`src/rtl/df_mac_pkg.sv`:
```
// Shared widths, Q4.12 constants and FSM encodings for the data-feed MAC.
package df_mac_pkg;

  localparam int unsigned DATA_WIDTH = 16;
  localparam int unsigned FRAC_BITS  = 12;
  localparam int unsigned ACC_WIDTH  = 36;

  typedef logic [DATA_WIDTH-1:0] word_data_bus_t;
  typedef logic [2:0]            word_addr_bus_t;

  localparam logic [DATA_WIDTH-1:0] ONE_Q   = 16'h1000;
  localparam logic [DATA_WIDTH-1:0] SAT_MAX = 16'h7FFF;
  localparam logic [DATA_WIDTH-1:0] SAT_MIN = 16'h8000;

  localparam logic [1:0] DF_IDLE  = 2'd0;
  localparam logic [1:0] DF_RUN   = 2'd1;
  localparam logic [1:0] DF_DRAIN = 2'd2;
  localparam logic [1:0] DF_OUT   = 2'd3;

endpackage

```
`src/rtl/df_mul.sv`:
```
// Registered signed multiplier: one product per enabled cycle, with a matching valid flag.
module df_mul #(
  parameter int unsigned DATA_W = 16
) (
  input  logic                         clk,
  input  logic                         rst,
  input  logic                         en_i,
  input  logic [DATA_W-1:0]            a_i,
  input  logic [DATA_W-1:0]            b_i,
  output logic signed [2*DATA_W-1:0]   p_o,
  output logic                         valid_o
);

  logic signed [2*DATA_W-1:0] prod_q, prod_d;
  logic                       valid_q, valid_d;

  // Next product: capture only when enabled so the last value stays visible.
  always_comb begin
    prod_d  = prod_q;
    valid_d = en_i;
    if (en_i) begin
      prod_d = $signed(a_i) * $signed(b_i);
    end
  end

  // Product and valid registers.
  always_ff @(posedge clk or posedge rst) begin
    if (rst) begin
      prod_q  <= '0;
      valid_q <= 1'b0;
    end else begin
      prod_q  <= prod_d;
      valid_q <= valid_d;
    end
  end

  assign p_o     = prod_q;
  assign valid_o = valid_q;

endmodule

```
`src/rtl/df_mac.sv`:
```
// Neuron accumulate stage: sequences the 8:1 feed mux, multiplies each operand by a stored
// weight, accumulates, then rounds / saturates / optionally ReLUs into a valid/ready output.
module df_mac
  import df_mac_pkg::*;
#(
  parameter int unsigned DATA_W = DATA_WIDTH,
  parameter int unsigned FRAC   = FRAC_BITS,
  parameter int unsigned ACC_W  = ACC_WIDTH,
  parameter int unsigned ACT    = 0
) (
  input  logic              clk,
  input  logic              reset,
  input  logic              start,
  output logic              busy,
  output logic [2:0]        sel,
  input  logic [DATA_W-1:0] data_i,
  input  logic              w_we,
  input  logic [2:0]        w_addr,
  input  logic [DATA_W-1:0] w_data,
  output logic [DATA_W-1:0] out_data,
  output logic              out_valid,
  input  logic              out_ready
);

  localparam logic signed [ACC_W-1:0] HALF_LSB = ACC_W'(1) << (FRAC - 1);
  localparam logic signed [ACC_W-1:0] MAX_R    = (ACC_W'(1) << (DATA_W - 1)) - ACC_W'(1);
  localparam logic signed [ACC_W-1:0] MIN_R    = -(ACC_W'(1) << (DATA_W - 1));
  localparam logic [DATA_W-1:0]       SAT_HI   = {1'b0, {(DATA_W-1){1'b1}}};
  localparam logic [DATA_W-1:0]       SAT_LO   = {1'b1, {(DATA_W-1){1'b0}}};

  logic [1:0]                   state_q, state_d;
  logic [2:0]                   sel_q, sel_d;
  logic                         drain_q, drain_d;
  logic signed [ACC_W-1:0]      acc_q, acc_d;
  logic [DATA_W-1:0]            out_data_q, out_data_d;
  logic                         out_valid_q, out_valid_d;
  logic [7:0][DATA_W-1:0]       w_q, w_d;

  logic                         mul_en;
  logic signed [2*DATA_W-1:0]   prod;
  logic                         prod_valid;
  logic signed [ACC_W-1:0]      prod_ext;
  logic signed [ACC_W-1:0]      rnd_sum;
  logic signed [ACC_W-1:0]      rnd;
  logic [DATA_W-1:0]            sat_res;
  logic [DATA_W-1:0]            act_res;
  logic                         start_acc;

  assign start_acc = (state_q == DF_IDLE) && start;
  assign mul_en    = (state_q == DF_RUN);

  df_mul #(
    .DATA_W (DATA_W)
  ) u_mul (
    .clk     (clk),
    .rst     (reset),
    .en_i    (mul_en),
    .a_i     (data_i),
    .b_i     (w_q[sel_q]),
    .p_o     (prod),
    .valid_o (prod_valid)
  );

  assign prod_ext = {{(ACC_W-2*DATA_W){prod[2*DATA_W-1]}}, prod};

  // Weight file: writable only outside an evaluation so the set is frozen while it runs.
  always_comb begin
    w_d = w_q;
    if (w_we && ((state_q == DF_IDLE) || (state_q == DF_OUT))) begin
      w_d[w_addr] = w_data;
    end
  end

  // Accumulator: cleared on start acceptance, then sums each product as it leaves stage 1.
  always_comb begin
    acc_d = acc_q;
    if (start_acc) begin
      acc_d = '0;
    end else if (prod_valid) begin
      acc_d = acc_q + prod_ext;
    end
  end

  // Round half up, saturate to the output width, then optional ReLU.
  always_comb begin
    rnd_sum = acc_q + HALF_LSB;
    rnd     = rnd_sum >>> FRAC;
    if (rnd > MAX_R) begin
      sat_res = SAT_HI;
    end else if (rnd < MIN_R) begin
      sat_res = SAT_LO;
    end else begin
      sat_res = rnd[DATA_W-1:0];
    end
    act_res = sat_res;
    if ((ACT != 0) && sat_res[DATA_W-1]) begin
      act_res = '0;
    end
  end

  // Sequencer FSM: IDLE -> RUN (8 operands) -> DRAIN (2 cycles) -> OUT (hold until ready).
  always_comb begin
    state_d     = state_q;
    sel_d       = sel_q;
    drain_d     = drain_q;
    out_data_d  = out_data_q;
    out_valid_d = out_valid_q;
    case (state_q)
      DF_IDLE: begin
        if (start) begin
          state_d = DF_RUN;
          sel_d   = 3'd0;
        end
      end
      DF_RUN: begin
        if (sel_q == 3'd7) begin
          state_d = DF_DRAIN;
          sel_d   = 3'd0;
          drain_d = 1'b0;
        end else begin
          sel_d = sel_q + 3'd1;
        end
      end
      DF_DRAIN: begin
        // Second drain cycle: the last product has been accumulated into acc_q.
        if (drain_q) begin
          state_d     = DF_OUT;
          drain_d     = 1'b0;
          out_valid_d = 1'b1;
          out_data_d  = act_res;
        end else begin
          drain_d = 1'b1;
        end
      end
      DF_OUT: begin
        if (out_ready) begin
          state_d     = DF_IDLE;
          out_valid_d = 1'b0;
        end
      end
      default: begin
        state_d = DF_IDLE;
      end
    endcase
  end

  // State, datapath and output registers.
  always_ff @(posedge clk or posedge reset) begin
    if (reset) begin
      state_q     <= DF_IDLE;
      sel_q       <= 3'd0;
      drain_q     <= 1'b0;
      acc_q       <= '0;
      out_data_q  <= '0;
      out_valid_q <= 1'b0;
      w_q         <= '0;
    end else begin
      state_q     <= state_d;
      sel_q       <= sel_d;
      drain_q     <= drain_d;
      acc_q       <= acc_d;
      out_data_q  <= out_data_d;
      out_valid_q <= out_valid_d;
      w_q         <= w_d;
    end
  end

  assign busy      = (state_q != DF_IDLE);
  assign sel       = sel_q;
  assign out_data  = out_data_q;
  assign out_valid = out_valid_q;

endmodule

```
`config.mk`:
```
export PLATFORM = sky130hd
export DESIGN_NAME = df_mac
export DESIGN_NICKNAME = d
export VERILOG_FILES = /design/src/rtl/df_mac_pkg.sv /design/src/rtl/df_mul.sv /design/src/rtl/df_mac.sv
export SDC_FILE = /design/constraint.sdc
export NUM_CORES = 1
export LEC_CHECK = 0
export CORE_MARGIN = 2
export CORE_UTILIZATION = 40
export DETAILED_ROUTE_END_ITERATION = 8
export GPL_TIMING_DRIVEN = 0
export SYNTH_ARGS = -nofsm -noshare
export SYNTH_HDL_FRONTEND = slang
export SYNTH_SLANG_ARGS = --single-unit
```
`constraint.sdc`:
```
create_clock -name clk -period 21.3 [get_ports clk]
set_input_delay 4.26 -clock clk [delete_from_list [all_inputs] [get_ports clk]]
set_output_delay 4.26 -clock clk [all_outputs]
set_load 0.03 [all_outputs]
```
### Word-level counts from Yosys, hierarchy flattened

Index checks and enable logic that the tools add are counted.

* register bits: 220
* bits in writable memories: 0
* latch bits: 0
* logic and storage cells: 71
* memories kept: 0
* ROM bits: 0
* output and inout port bits: 21

* mux-type cells: 23
* shifts and indexed selects: 0
* $add $sub $neg: 3
* $lt $le $gt $ge: 5
* reduce and logical (&&, ||, !) cells: 15
* equal/unequal tests: 8
* bitwise operators: 0
* multipliers: 1
* div/mod/pow operators: 0

Operators with widths (number)
* $bwmux W128: 1
* $mux W36: 2
* $mux W16: 4
* $bmux W16 S3: 1
* $demux W16 S3: 1
* $add A36 B13 Y36 const B: 1
* $add A36 B32 Y36: 1
* $mul A16 B16 Y32: 1
* $gt A24 B16 Y1 const B: 1
* $lt A24 B16 Y1 const B: 1
* $reduce_bool A2 Y1: 5
* $lt A3 B4 Y1 const B: 2
* $mux W2: 4
* $ne A2 B2 Y1 const B: 4
* $pmux W2 S4: 1
* $mux W3: 2
* $pmux W3 S2: 1
* $reduce_and A2 Y1: 3
* $eq A2 B2 Y1 const B: 2
* $mux W1: 4
* $pmux W1 S2: 2
* $reduce_and A4 Y1: 1
* $add A3 B1 Y3 const B: 1
* $eq A3 B3 Y1 const B: 1
* other kinds (6): 8

### Logic depth before layout (Yosys ltp)

Gate-level depths: netlist of the first run.

* depth in word-level cells: 5
* gate-level depth with buffers: 29

### Modules after synthesis

Synthesis of the first run repeated with hierarchy kept, for this count alone.

* cells, all modules: 2057
* area total of the unflattened synthesis: 21660.8 µm²

Modules (own cells, without submodules)
* df_mul: sequential area each 825.8 µm², area an instance 11224.5 µm², times used 1, cells an instance 1202
* df_mac: sequential area each 4679.5 µm², area an instance 10436.3 µm², times used 1, cells an instance 855

### Worst setup path after synthesis of the first run

OpenSTA, ideal clock, no wires.

* path type: input-to-reg
* start point: input port data_i[7]
* end point: register u_mul.prod_q[30], in the netlist u_mul.p_o[30]
* stages: 23
* setup slack: 11.270 ns
* data required time: 21.175 ns
* buffers on the path: 1
* arrival: 9.906 ns
* cell sequence: clkbuf_1 -> nand2_1 -> fa_1 -> inv_1 -> fa_1 -> inv_1 -> fa_1 -> inv_1 -> fa_1 -> fa_1 -> inv_1 -> fa_1 -> inv_1 -> ha_1 -> and2_1 -> a221o_1 -> a41o_1 -> nand2_1 -> nand3b_1 -> a21oi_1 -> o41ai_1 -> xor2_1 -> mux2_2

* cells in the longest elaborated chain, start to end: 1

Ends and longest elaborated chain
* from (decl): line df_mac.sv:16 `input logic [DATA_W-1:0] data_i,`
* $mul A16 B16 Y32: line df_mul.sv:22 `prod_d = $signed(a_i) * $signed(b_i);`
* to (signal assigned): line df_mul.sv:32 `prod_q <= prod_d;`
* to (decl): line df_mul.sv:14 `logic signed [2*DATA_W-1:0] prod_q, prod_d;`

Every way passes these cells.
A chain may end at the register's enable or synchronous reset.

### Worst setup path in the final report of the first run

Same ends and word-level chain as after synthesis.

==> results of run 1 <==
[per-layer routing]
metal	wire, um	vias up	track usage, %
met5	0	-	0
met4	1020	0	3.87
met3	2130	69	2.54
met2	26900	264	34.4
met1	23400	7775	26.2
li1	-	6981	-
[cell families (layout without fill, tap and decap cells)]
group | Yosys count | in the layout | synth area share (%)
mux | 219 | 219 | 12.9
buf+inv | 434 | 543 | 7.59
compound gates | 264 | 264 | 7.96
flops | 220 | 220 | 25.5
simple gates | 491 | 491 | 11.2
xor+xnor | 79 | 79 | 3.21
fa+ha+maj | 387 | 387 | 31.6
[cells in the mapped netlist (3+ instances only)]
cell type	number
a211o_1	3
a211oi_1	14
a211oi_2	3
a21o_1	30
a21oi_1	76
a221o_1	3
a31o_2	4
a31oi_1	9
a32o_1	3
and2_1	50
and3_1	3
and4_1	6
buf_2	7
clkbuf_1	74
dfrtp_1	220
fa_1	263
ha_1	124
inv_1	350
mux2_2	160
mux2i_1	27
mux4_2	32
nand2_1	171
nand2b_1	25
nand3_1	21
nand3b_1	5
nand4_1	11
nor2_1	85
nor2b_1	87
nor3_1	11
nor3b_1	6
o211ai_1	6
o21a_1	10
o21ai_0	56
o21ai_1	8
o21bai_1	10
o22ai_1	3
or2_2	5
xnor2_1	55
xor2_1	24
[critical path, cell delays in order]
cell and delay [ns]:
clkdlybuf4s50_1 0.73, clkbuf_1 0.50, nand2_1 0.16, fa_1 0.56, inv_1 0.05, fa_1 0.49
inv_1 0.05, fa_1 0.52, inv_1 0.05, fa_1 0.52, fa_1 0.57, inv_1 0.06
fa_1 0.57, inv_1 0.05, ha_1 0.33, and2_1 0.20, a221o_1 0.36, a41o_1 0.25
nand2_1 0.08, nand3b_1 0.14, a21oi_1 0.29, o41ai_1 0.14, xor2_1 0.16, mux2_2 0.28
[cells in the final DEF (no fill, tap or decap), types with 6 or more instances in the layout]
cell,instances
nand3_1,21
a211oi_1,14
mux2i_1,27
nor3b_1,6
o211ai_1,6
ha_1,124
nand2b_1,25
mux2_2,160
dfrtp_1,220
a21oi_1,76
nor2_1,85
o21a_1,10
nand4_1,11
o21bai_1,10
xnor2_1,55
nand2_1,171
nor3_1,11
clkdlybuf4s50_1,60
fa_1,263
inv_1,349
buf_2,7
xor2_1,24
a31oi_1,9
and4_1,6
o21ai_1,8
o21ai_0,56
clkbuf_1,78
and2_1,50
mux4_2,32
nor2b_1,87
a21o_1,30
clkbuf_16,26
[cell type report]
| type | instances | area share [%] |
|---|---|---|
| Buffer | 83 | 1.33 |
| Tap cell | 696 | 3.62 |
| Multi-Input combinational cell | 1440 | 60.1 |
| Inverter | 351 | 5.51 |
| Timing Repair Buffer | 61 | 2.61 |
| Clock inverter | 13 | 0.828 |
| Clock buffer | 35 | 3.06 |
| Sequential cell | 220 | 22.9 |
[per-stage QoR]
step / hold WS, ns / instance area (um2) / cells
floorplan: 0.457 / 21600 / 2094
global placement: 0.474 / 23100 / 2850
detailed placement: 0.475 / 23100 / 2851
CTS: 0.488 / 24000 / 2899
global route: 0.511 / 24000 / 2899
finish: 0.482 / 24000 / 2899
[sequential cells by signal, indices dropped and copies added (netlist names)]
signal and flops:
sel 3, drain_q 1, state_q 2, acc_q 36
u_mul.p_o 32, u_mul.valid_o 1, out_data 16, w_q 128
out_valid 1
[how the worst min path moves through the flow]
stage | start | to | cells past startpoint
after floorplan | u_mul.p_o[24] | u_mul.p_o[24] | 2
after detailed placement | out_data[14] | out_data[14] | 2
after global placement | out_data[1] | out_data[1] | 2
after CTS | out_data[14] | out_data[14] | 2
after global routing | w_q[108] | w_q[108] | 1
final | out_data[14] | out_data[14] | 2
==> results.yml, run 1 <==
cts:
  cts_tree: "done"
  cts_hold_buf: 0
  clock_sinks: 220
  worst_skew_pair.late_latency_ns: 0.56
  cts_max_level: 1
  cts_buffer_depth: 3
  postCtsSetupBuffers: 0
  cts_root_buf: "clkbuf_16"
  cts_buffers: 26
  cts.repair.resized: 0
  path_clk_slew_ns: 0.06
grt:
  track_usage_pct: 19.7
  grt_pass1_wl_um: 87600
  grt_max_degree: 114
  grt.overflow.total: 0
  antenna_found_initial: 0
  grt_pass1_vias: 16100
worst_hold_path:
  min-delay-path-class: "reg -> reg"
sta:
  max_slew_margin_pct: 7.37
  fin_setup_tns_ns: 0
  slew_viol_final: 0
  fin_ws_ns: 10.33
  fin_crit_ns: 10.97
  rsz0062_at_grt: "no"
  tightestPinTransition_ns: 1.39
  finalCritPeriodShare_pct: 51.5
  clock.fmax_mhz: 91.2
  finalHoldViolCount: 0
  skew_ns: 0.0304
  finalSetupViolCount: 0
floorplanning:
  die_area_um2: 55800
  rows: 85
  die_w_um: 236
  boundaryPins: 61
  core_um2: 53600
  fp.dieH_um: 236
  start_util_pct: 40.3
placed_design:
  pre_cts_ws_ns: 9.82
  dp_hpwl_um: 42300
  io_buffer_count: 60
  gp_congestion: 0.888
critical_path:
  critical_path.endpoint: "u_mul.p_o[30]"
  worst_ep_arrival_time_ns: 11.39
  crit_type: "in -> reg"
  r2r_slack_ns: 11.99
  cp-end-kind: "flop"
  cp-startpoint: "data_i[7]"
  reg2reg_to: "u_mul.p_o[30]"
  critPathRequiredTime_ns: 21.72
  start_kind: "input pin"
  r2r_cells: 26
  crit_fanout: 10
  r2r-start: "sel[0]"
detailed_routing:
  drc: 0
  vias: 15100
  ant_nets: 0
  drtIter0Drc: 767
  vias_per_cell: 5.20
  dr.pass1.iters: 5
  wirelength_um: 53400
  wl_per_cell_um: 18.4
status:
  status: "finished clean"
cells_and_area:
  multi_input_area_um2: 14400
  fill_cells: 5178
  area_delta_synth_final_pct: 11.3
  layout.nets: 2610
  diodes: 0
  register_area_um2: 5510
  drive_above_1_share_pct: 12.0
  final_core_util_pct: 44.8
synthesis:
  syn-cell-area_um2: 21600
  yosysTopAreaCell: "dfrtp_1"
  ys_seq_area_share_pct: 25.5
  synth_edf_count: 0
  ys_top_cells_by_area: "dfrtp_1 (26%), fa_1 (24%), mux2_2 (8.3%)"
  synthDistinctLibCells: 67
  ys_warn_count: 0
  syn_nets: 2521
  synth.avg_cell_area_um2: 10.3
  synthCells: 2094
  async_flop_share_pct: 100
  synth_ff_type: "dfrtp_1"
  synth-seq-cells: 220
  synth_top_cell_area_share_pct: 25.5
job:
  drv_cap: 0
Power of run 1 is left out: the tool's default activity adds up to more than one toggle a clock period on the data nets, which glitch-free logic cannot reach.
==> run 2, diff against run 1 <==
Clock period 21.3 ns to 9 ns, I/O delays scaled along.
==> run 2 against run 1 <==
- first-iteration DRC count shrank 1.0%
- flip-flop and latch count stayed put
- worst setup slack got worse by 9.9 ns
- via count about the same
- critical endpoint unchanged
- register-to-register slack got worse by 12 ns
- critical path type is now reg -> reg
- die area stayed put
==> results.yml, run 2 (synthesized netlist as in run 1, its figures left out) <==
critical_path:
  cp_common_cell: "fa_1"
  r2r_slack_ns: 0.46
  crit_type: "reg -> reg"
  start_kind: "flop"
  r2r_cells: 27
  crit_path_max_incr_delay_ns: 0.57
  cp_slowest_cell: "clkbuf_1"
  critPathRequiredTime_ns: 9.43
  crit_fanout: 10
  reg2reg_to: "u_mul.p_o[30]"
  cp-end-kind: "flop"
  r2r-start: "sel[1]"
  worst_ep_arrival_time_ns: 8.97
detailed_routing:
  vias: 15100
  dr.pass1.iters: 5
  wirelength_um: 53400
  ant_nets: 0
  wl_per_cell_um: 18.4
  drtIter0Drc: 759
  drc: 0
  vias_per_cell: 5.21
cells_and_area:
  drive_above_1_share_pct: 12.6
  layout_commonest_cell: "inv_1"
  final_core_util_pct: 45.0
  multi_input_area_um2: 14500
  diodes: 0
  layout.nets: 2610
  largest_register: "w_q"
  largest_reg_flops: 128
  final_cell_mix: "inv_1 (349), fa_1 (263), dfrtp_1 (220)"
  register_area_um2: 5510
  stdcell_count: 2899
  final_area_um2: 24100
  area_delta_synth_final_pct: 11.7
  fill_cells: 5174
worst_hold_path:
  hold_path_depth: 2
  min-delay-path-class: "reg -> reg"
  worstHoldEndpoint: "out_data[14]"
  hold_start: "out_data[14]"
sta:
  tightestPinTransition_ns: 1.41
  rsz0062_at_grt: "no"
  finalSetupViolCount: 0
  max_slew_margin_pct: 5.85
  fin_crit_ns: 8.54
  finalCritPeriodShare_pct: 94.9
  slew_viol_final: 0
  finalHoldViolCount: 0
  whs_ns: 0.482
  clock.fmax_mhz: 117
  skew_ns: 0.0294
cts:
  cts_max_level: 1
  worst_skew_pair.late_latency_ns: 0.56
  cts_buffers: 26
  cts_tree: "done"
  path_clk_slew_ns: 0.06
  postCtsSetupBuffers: 0
  clock_sinks: 220
  cts_buffer_depth: 3
  cts_root_buf: "clkbuf_16"
  cts_hold_buf: 0
floorplanning:
  start_util_pct: 40.3
  core_um2: 53600
  die_w_um: 236
  fp.dieH_um: 236
  boundaryPins: 61
  rows: 85
  die_area_um2: 55800
job:
  drv_cap: 0
grt:
  grt_pass1_vias: 16100
  antenna_found_initial: 0
  grt_pass1_wl_um: 87600
  grt_max_degree: 114
  grt.overflow.total: 0
  track_usage_pct: 19.7
status:
  status: "finished clean"
placed_design:
  dp_hpwl_um: 42300
  gp_congestion: 0.888
  io_buffer_count: 60
  dp.cells: 2851
  place_area_um2: 23100
[run 2: metrics by stage]
stage	setup TNS, ns	setup WS, ns
after floorplan	0	1.18
after global placement	-312.26	-1.44
after detailed placement	-2.06	-0.385
after CTS	0	0.0636
after global routing	0	0.0360
final	0	0.456
[run 2: cell type report]
cell class / instances / share of cell area [%]
clock buffers: 35 / 3.05
multi-input cells: 1440 / 60.2
plain buffers: 83 / 1.38
flip-flops and latches: 220 / 22.8
repair buffers: 61 / 2.61
inverters: 351 / 5.50
clock inverters: 13 / 0.825
well taps: 696 / 3.61
[run 2: worst max path at each step]
stage	start	end	slack, ns	depth (start not counted)
after floorplan	reset	acc_q[0]	1.18	1
after CTS	sel[0]	u_mul.p_o[30]	0.06	23
final	sel[1]	u_mul.p_o[30]	0.46	27
after global routing	sel[1]	u_mul.p_o[30]	0.04	27
after detailed placement	sel[0]	u_mul.p_o[30]	-0.38	26
after global placement	reset	w_q[101]	-1.44	2
[run 2: what timing repair did]
item	4_1_cts	5_1_grt
gates cloned	0	0
endpoints found under the setup margin	13	12
resized for setup	8	17
[run 2: worst max-delay path: cells and delay by family, from the launching register on]
kind | cells | cell delay [ns]
flops | 1 | 0.39
buf+inv | 8 | 1.67
compound gates | 4 | 1.04
mux | 3 | 0.98
simple gates | 4 | 0.58
fa+ha+maj | 7 | 3.56
xor+xnor | 1 | 0.16
[run 2: routing by layer]
layer	global-route usage [%]	share of wire, %
met1	26.2	44
met2	34.4	50
met3	2.54	3.9
met4	3.87	2.1
met5	0	0
Power of run 2 is left out for the same reason.
